File: src/rtl/sgpr_rd_port_arbiter.sv
// Round-robin arbiter sharing one SGPR bank read port among NUM_PORTS requesters.
// Issues a registered grant/read, then returns a per-port data-valid strobe RD_LATENCY cycles later.
module sgpr_rd_port_arbiter #(
    parameter int NUM_PORTS  = 8,
    parameter int ADDR_WIDTH = 9,
    parameter int DATA_WIDTH = 32,
    parameter int RD_LATENCY = 1,
    parameter int CNT_WIDTH  = 16
) (
    input  logic                             clk,
    input  logic                             rst,
    input  logic [NUM_PORTS-1:0]             port_rd_req,
    input  logic [NUM_PORTS*ADDR_WIDTH-1:0]  port_rd_addr,
    output logic [NUM_PORTS-1:0]             port_rd_gnt,
    output logic [NUM_PORTS-1:0]             port_rd_data_valid,
    output logic [DATA_WIDTH-1:0]            port_rd_data,
    output logic                             rd_en,
    output logic [ADDR_WIDTH-1:0]            rd_addr,
    input  logic [DATA_WIDTH-1:0]            rd_data,
    output logic [CNT_WIDTH-1:0]             contention_cnt
);

    localparam int PW = (NUM_PORTS > 1) ? $clog2(NUM_PORTS) : 1;
    localparam logic [PW-1:0] PTR_LAST = PW'(NUM_PORTS - 1);

    logic [PW-1:0]         r_ptr;
    logic [NUM_PORTS-1:0]  r_gnt;
    logic                  r_rd_en;
    logic [ADDR_WIDTH-1:0] r_rd_addr;
    logic [CNT_WIDTH-1:0]  r_cnt;
    logic [NUM_PORTS-1:0]  r_ret [RD_LATENCY];

    logic [NUM_PORTS-1:0]  w_elig;
    logic [PW-1:0]         w_idx;
    logic [PW-1:0]         w_win;
    logic                  w_found;
    logic [ADDR_WIDTH-1:0] w_addr;
    logic [PW:0]           w_nelig;
    logic                  w_multi;
    logic [PW-1:0]         w_ptr_nxt;
    logic [NUM_PORTS-1:0]  w_gnt_oh;

    // A port whose grant pulse is high this cycle is not eligible again until next cycle.
    assign w_elig = port_rd_req & ~r_gnt;

    always_comb begin
        w_found = 1'b0;
        w_win   = '0;
        w_addr  = '0;
        w_idx   = r_ptr;
        for (int k = 0; k < NUM_PORTS; k++) begin
            if (!w_found && w_elig[w_idx]) begin
                w_found = 1'b1;
                w_win   = w_idx;
                w_addr  = port_rd_addr[w_idx*ADDR_WIDTH +: ADDR_WIDTH];
            end
            // Explicit wrap so non-power-of-two port counts never visit a missing port.
            if (w_idx == PTR_LAST) w_idx = '0;
            else                   w_idx = w_idx + 1'b1;
        end
    end

    always_comb begin
        w_nelig = '0;
        for (int i = 0; i < NUM_PORTS; i++) begin
            w_nelig = w_nelig + {{PW{1'b0}}, w_elig[i]};
        end
    end

    assign w_multi   = (w_nelig > (PW+1)'(1));
    assign w_ptr_nxt = (w_win == PTR_LAST) ? '0 : w_win + 1'b1;
    assign w_gnt_oh  = {{(NUM_PORTS-1){1'b0}}, 1'b1} << w_win;

    always_ff @(posedge clk or negedge rst) begin
        if (!rst) begin
            r_ptr     <= '0;
            r_gnt     <= '0;
            r_rd_en   <= 1'b0;
            r_rd_addr <= '0;
            r_cnt     <= '0;
        end else begin
            if (w_found) begin
                r_rd_en   <= 1'b1;
                r_rd_addr <= w_addr;
                r_gnt     <= w_gnt_oh;
                r_ptr     <= w_ptr_nxt;
            end else begin
                r_rd_en   <= 1'b0;
                r_gnt     <= '0;
            end
            if (w_multi && (r_cnt != '1)) begin
                r_cnt <= r_cnt + 1'b1;
            end
        end
    end

    // Return pipeline: a non-zero one-hot entry doubles as its own valid bit.
    always_ff @(posedge clk or negedge rst) begin
        if (!rst) begin
            for (int s = 0; s < RD_LATENCY; s++) begin
                r_ret[s] <= '0;
            end
        end else begin
            r_ret[0] <= r_gnt;
            for (int s = 1; s < RD_LATENCY; s++) begin
                r_ret[s] <= r_ret[s-1];
            end
        end
    end

    assign port_rd_gnt        = r_gnt;
    assign port_rd_data_valid = r_ret[RD_LATENCY-1];
    assign port_rd_data       = rd_data;
    assign rd_en              = r_rd_en;
    assign rd_addr            = r_rd_addr;
    assign contention_cnt     = r_cnt;

endmodule

File: config.mk
export PLATFORM = sky130hd
export DESIGN_NAME = sgpr_rd_port_arbiter
export DESIGN_NICKNAME = d
export VERILOG_FILES = /design/src/rtl/sgpr_rd_port_arbiter.sv
export SDC_FILE = /design/constraint.sdc
export NUM_CORES = 1
export LEC_CHECK = 0
export CAP_MARGIN = 25
export CORE_MARGIN = 2
export CORE_UTILIZATION = 25
export DETAILED_ROUTE_END_ITERATION = 8
export GPL_ROUTABILITY_DRIVEN = 0
export PLACE_DENSITY = 0.49
export SETUP_SLACK_MARGIN = 0.5
export SYNTH_ARGS = -nofsm -noshare
export SYNTH_HDL_FRONTEND = slang
export SYNTH_SLANG_ARGS = --single-unit
export TNS_END_PERCENT = 30
File: constraint.sdc
create_clock -name clk -period 13.3 [get_ports clk]
set_input_delay 3.99 -clock clk [delete_from_list [all_inputs] [get_ports clk]]
set_output_delay 3.99 -clock clk [all_outputs]
set_load 0.01 [all_outputs]
==> impl_metrics.env <==
export IMPL_hold_buffers=0
export IMPL_die_area_um2=27800
export IMPL_fillCellCount=2720
export IMPL_fin_ws_ns=5.05
export IMPL_pin_count=188
export IMPL_synthAdderAreaFrac_pct=4.50
export IMPL_post_cts_resized=0
export IMPL_ctsHtreeMaxLevel=2
export IMPL_hold_class="flop to flop"
export IMPL_cp_end_kind="flop"
export IMPL_post_synth_cell_area_avg_um2=10.3
export IMPL_relSlewSlack_pct=35.8
export IMPL_path_class="input pin to flop"
export IMPL_cts_root_buf="clkbuf_16"
export IMPL_port_buffers=123
export IMPL_wirelength_um=22000
export IMPL_final_util_pct=31.1
export IMPL_initial_core_util_pct=25.4
export IMPL_placementRows=59
export IMPL_final_nets=841
export IMPL_synth_top_family_by_area="multiplexers"
export IMPL_drt_iter0_drc=485
export IMPL_tightest_slew_ns=0.964
export IMPL_arrival_ns=8.42
export IMPL_drive_gt1_share_pct=18.6
export IMPL_synthSimpleGateAreaFrac_pct=12.6
export IMPL_cts_tree="built"
export IMPL_finalMaxSlewViolations=0
export IMPL_cts_sinks=45
export IMPL_max_cap_violations=0
export IMPL_synth_top_area_cell="mux4_2"
export IMPL_rsz0062_at_grt="no"
export IMPL_synthXorXnorAreaFrac_pct=2.25
export IMPL_fmax_mhz=121
export IMPL_dp_hpwl_um=15900
export IMPL_skew_ns=0.0175
export IMPL_track_usage_pct=15.6
export IMPL_setup_violations=0
export IMPL_grt_pass1_vias=5772
export IMPL_cts_inserted_buffers=5
export IMPL_grt_max_degree=49
export IMPL_hold_viol=0
export IMPL_fin_crit_ns=8.25
export IMPL_synth_top_cell_area_share_pct=24.8
export IMPL_critPathLaunch="port_rd_req[6]"
export IMPL_synth_flop_cell="dfrtp_1"
export IMPL_layout_common_cells="clkdlybuf4s50_1, mux2i_1, mux4_2, nand2_1, dfrtp_1"
export IMPL_syn2layout_area_growth_pct=22.2
export IMPL_core_area_um2=26100
export IMPL_drt_first_pass_iters=5
export IMPL_via_count=5700
export IMPL_synth_area_top_cells="mux4_2, mux2i_1, dfrtp_1"
export IMPL_crit_path_start_kind="input pin"
export IMPL_dpl_cell_area_um2=7900
export IMPL_drc=0
export IMPL_antenna_found_initial=0
export IMPL_yosysWarnings=0
export IMPL_syn_nets=779
export IMPL_synth_area_um2=6620
export IMPL_muxShareOfSynthArea_pct=44.7
export IMPL_die_w_um=167
export IMPL_postCtsSetupBuffers=0
export IMPL_cts_buffer_depth=2
export IMPL_grt_pass1_wl_um=34200
export IMPL_synth_edff_count=0
export IMPL_clk_latency_ns=0.31
export IMPL_pre_cts_slack_ns=4.68
export IMPL_rr_startpoint="r_ptr[0]"
export IMPL_layout_commonest_cell="clkdlybuf4s50_1"
export IMPL_outcome="completed"
export IMPL_period_share_pct=62.0
export IMPL_detail_route_antenna_nets=0
export IMPL_async_reset_ff_share_pct=100
export IMPL_cp_required_ns=13.48
export IMPL_num_antenna_cells=0
export IMPL_min_from="port_rd_gnt[2]"
export IMPL_routedWlPerCell_um=21.1
export IMPL_yosys_register_bits=45
export IMPL_synth_compound_area_share_pct=11.3
export IMPL_setup_tns_ns=0
export IMPL_final_area_um2=8090
export IMPL_die_h_um=167
export IMPL_ys_seq_area_share_pct=17.0
export IMPL_cp_max_fo=16
export IMPL_synth_cells=643
export IMPL_via_per_inst=5.48
export IMPL_clkTransAtPathRegs_ns=0.08
export IMPL_overflow=0
export IMPL_ys_types=70
==> per-layer routing <==
| metal | vias to the layer above | track usage, % | routed length [µm] |
|---|---|---|---|
| li1 | 2612 | - | - |
| met1 | 2844 | 22.7 | 10200 |
| met2 | 225 | 23.9 | 9980 |
| met3 | 19 | 2.88 | 1560 |
| met4 | 0 | 3.75 | 235 |
| met5 | - | 0 | 0 |
==> through the flow <==
stage / instances / hold WS [ns]
after floorplan: 643 / 0.435
after global placement: 1033 / 0.401
after detailed placement: 1033 / 0.410
after CTS: 1041 / 0.424
after global routing: 1041 / 0.433
final: 1041 / 0.417
==> critical path: stages <==
cell and delay (ns):
clkdlybuf4s50_1 0.46, nor2b_1 0.70, a21oi_1 0.32, mux4_2 0.60, nand3_1 0.60, nor2_1 0.11
buf_4 0.21, o32ai_1 0.62, inv_1 0.15, ha_1 0.25, ha_1 0.27, nand2_1 0.06
o21ai_1 0.07
==> kinds of logic (layout without fill, tap and decap cells) <==
logic type               Yosys count  in the layout
multiplexers                     202            202
AND/OR/NAND/NOR                  165            165
AO/OA/AOI/OAI                    100            100
buffers and inverters             92            155
flip-flops                        45             45
adder cells (fa/ha/maj)           22             22
XOR/XNOR                          17             17
==> flip-flops by register name (all words and copies together) (netlist names) <==
signal	flops
port_rd_gnt	8
rd_en	1
contention_cnt	16
rd_addr	9
r_ptr	3
port_rd_data_valid	8
==> cells in the mapped netlist (all sizes together), types with 2 or more instances <==
| master | instances |
|---|---|
| a31o | 2 |
| mux2i | 114 |
| clkbuf | 22 |
| o211a | 2 |
| o22ai | 4 |
| nand2b | 4 |
| xnor2 | 9 |
| xor2 | 8 |
| nand3 | 21 |
| nor2 | 19 |
| clkinv | 3 |
| fa | 3 |
| o21a | 2 |
| mux4 | 73 |
| a21oi | 11 |
| and2 | 4 |
| o32ai | 8 |
| dfrtp | 45 |
| or2 | 7 |
| inv | 10 |
| mux2 | 15 |
| or3 | 2 |
| and3 | 2 |
| and4 | 2 |
| buf | 57 |
| nor3 | 11 |
| o221ai | 8 |
| a22o | 2 |
| nor4 | 3 |
| a31oi | 2 |
| o31ai | 3 |
| ha | 19 |
| a2bb2oi | 2 |
| nor2b | 9 |
| nand4 | 5 |
| o21ai | 10 |
| a211oi | 11 |
| nand2 | 72 |
| a21o | 4 |
| o211ai | 20 |
| a32oi | 2 |
==> area by class of cell <==
type                            count  area (µm²)  share of cell area [%]
Clock buffer                        5         125                    1.55
Clock inverter                      3        68.8                   0.850
Inverter                           13        48.8                   0.603
Multi-Input combinational cell    506        4990                    61.7
Sequential cell                    45        1130                    13.9
Tap cell                          335         419                    5.18
Timing Repair Buffer              134        1310                    16.2
==> final timing paths <==
kind                            cells after the start  slack (ns)               endpoint
worst max-delay path                               13        5.05               r_ptr[2]
worst min-delay path                                0        0.42  port_rd_data_valid[2]
worst max register to register                     18        6.04               r_ptr[2]
worst min register to register                      0        0.42  port_rd_data_valid[2]
max in group asynchronous                           2        9.08               r_ptr[0]
min in group asynchronous                           2        3.79     contention_cnt[15]
Power is not shown: default switching activity piles up to over one toggle a cycle in this logic, so the estimate is an artifact.
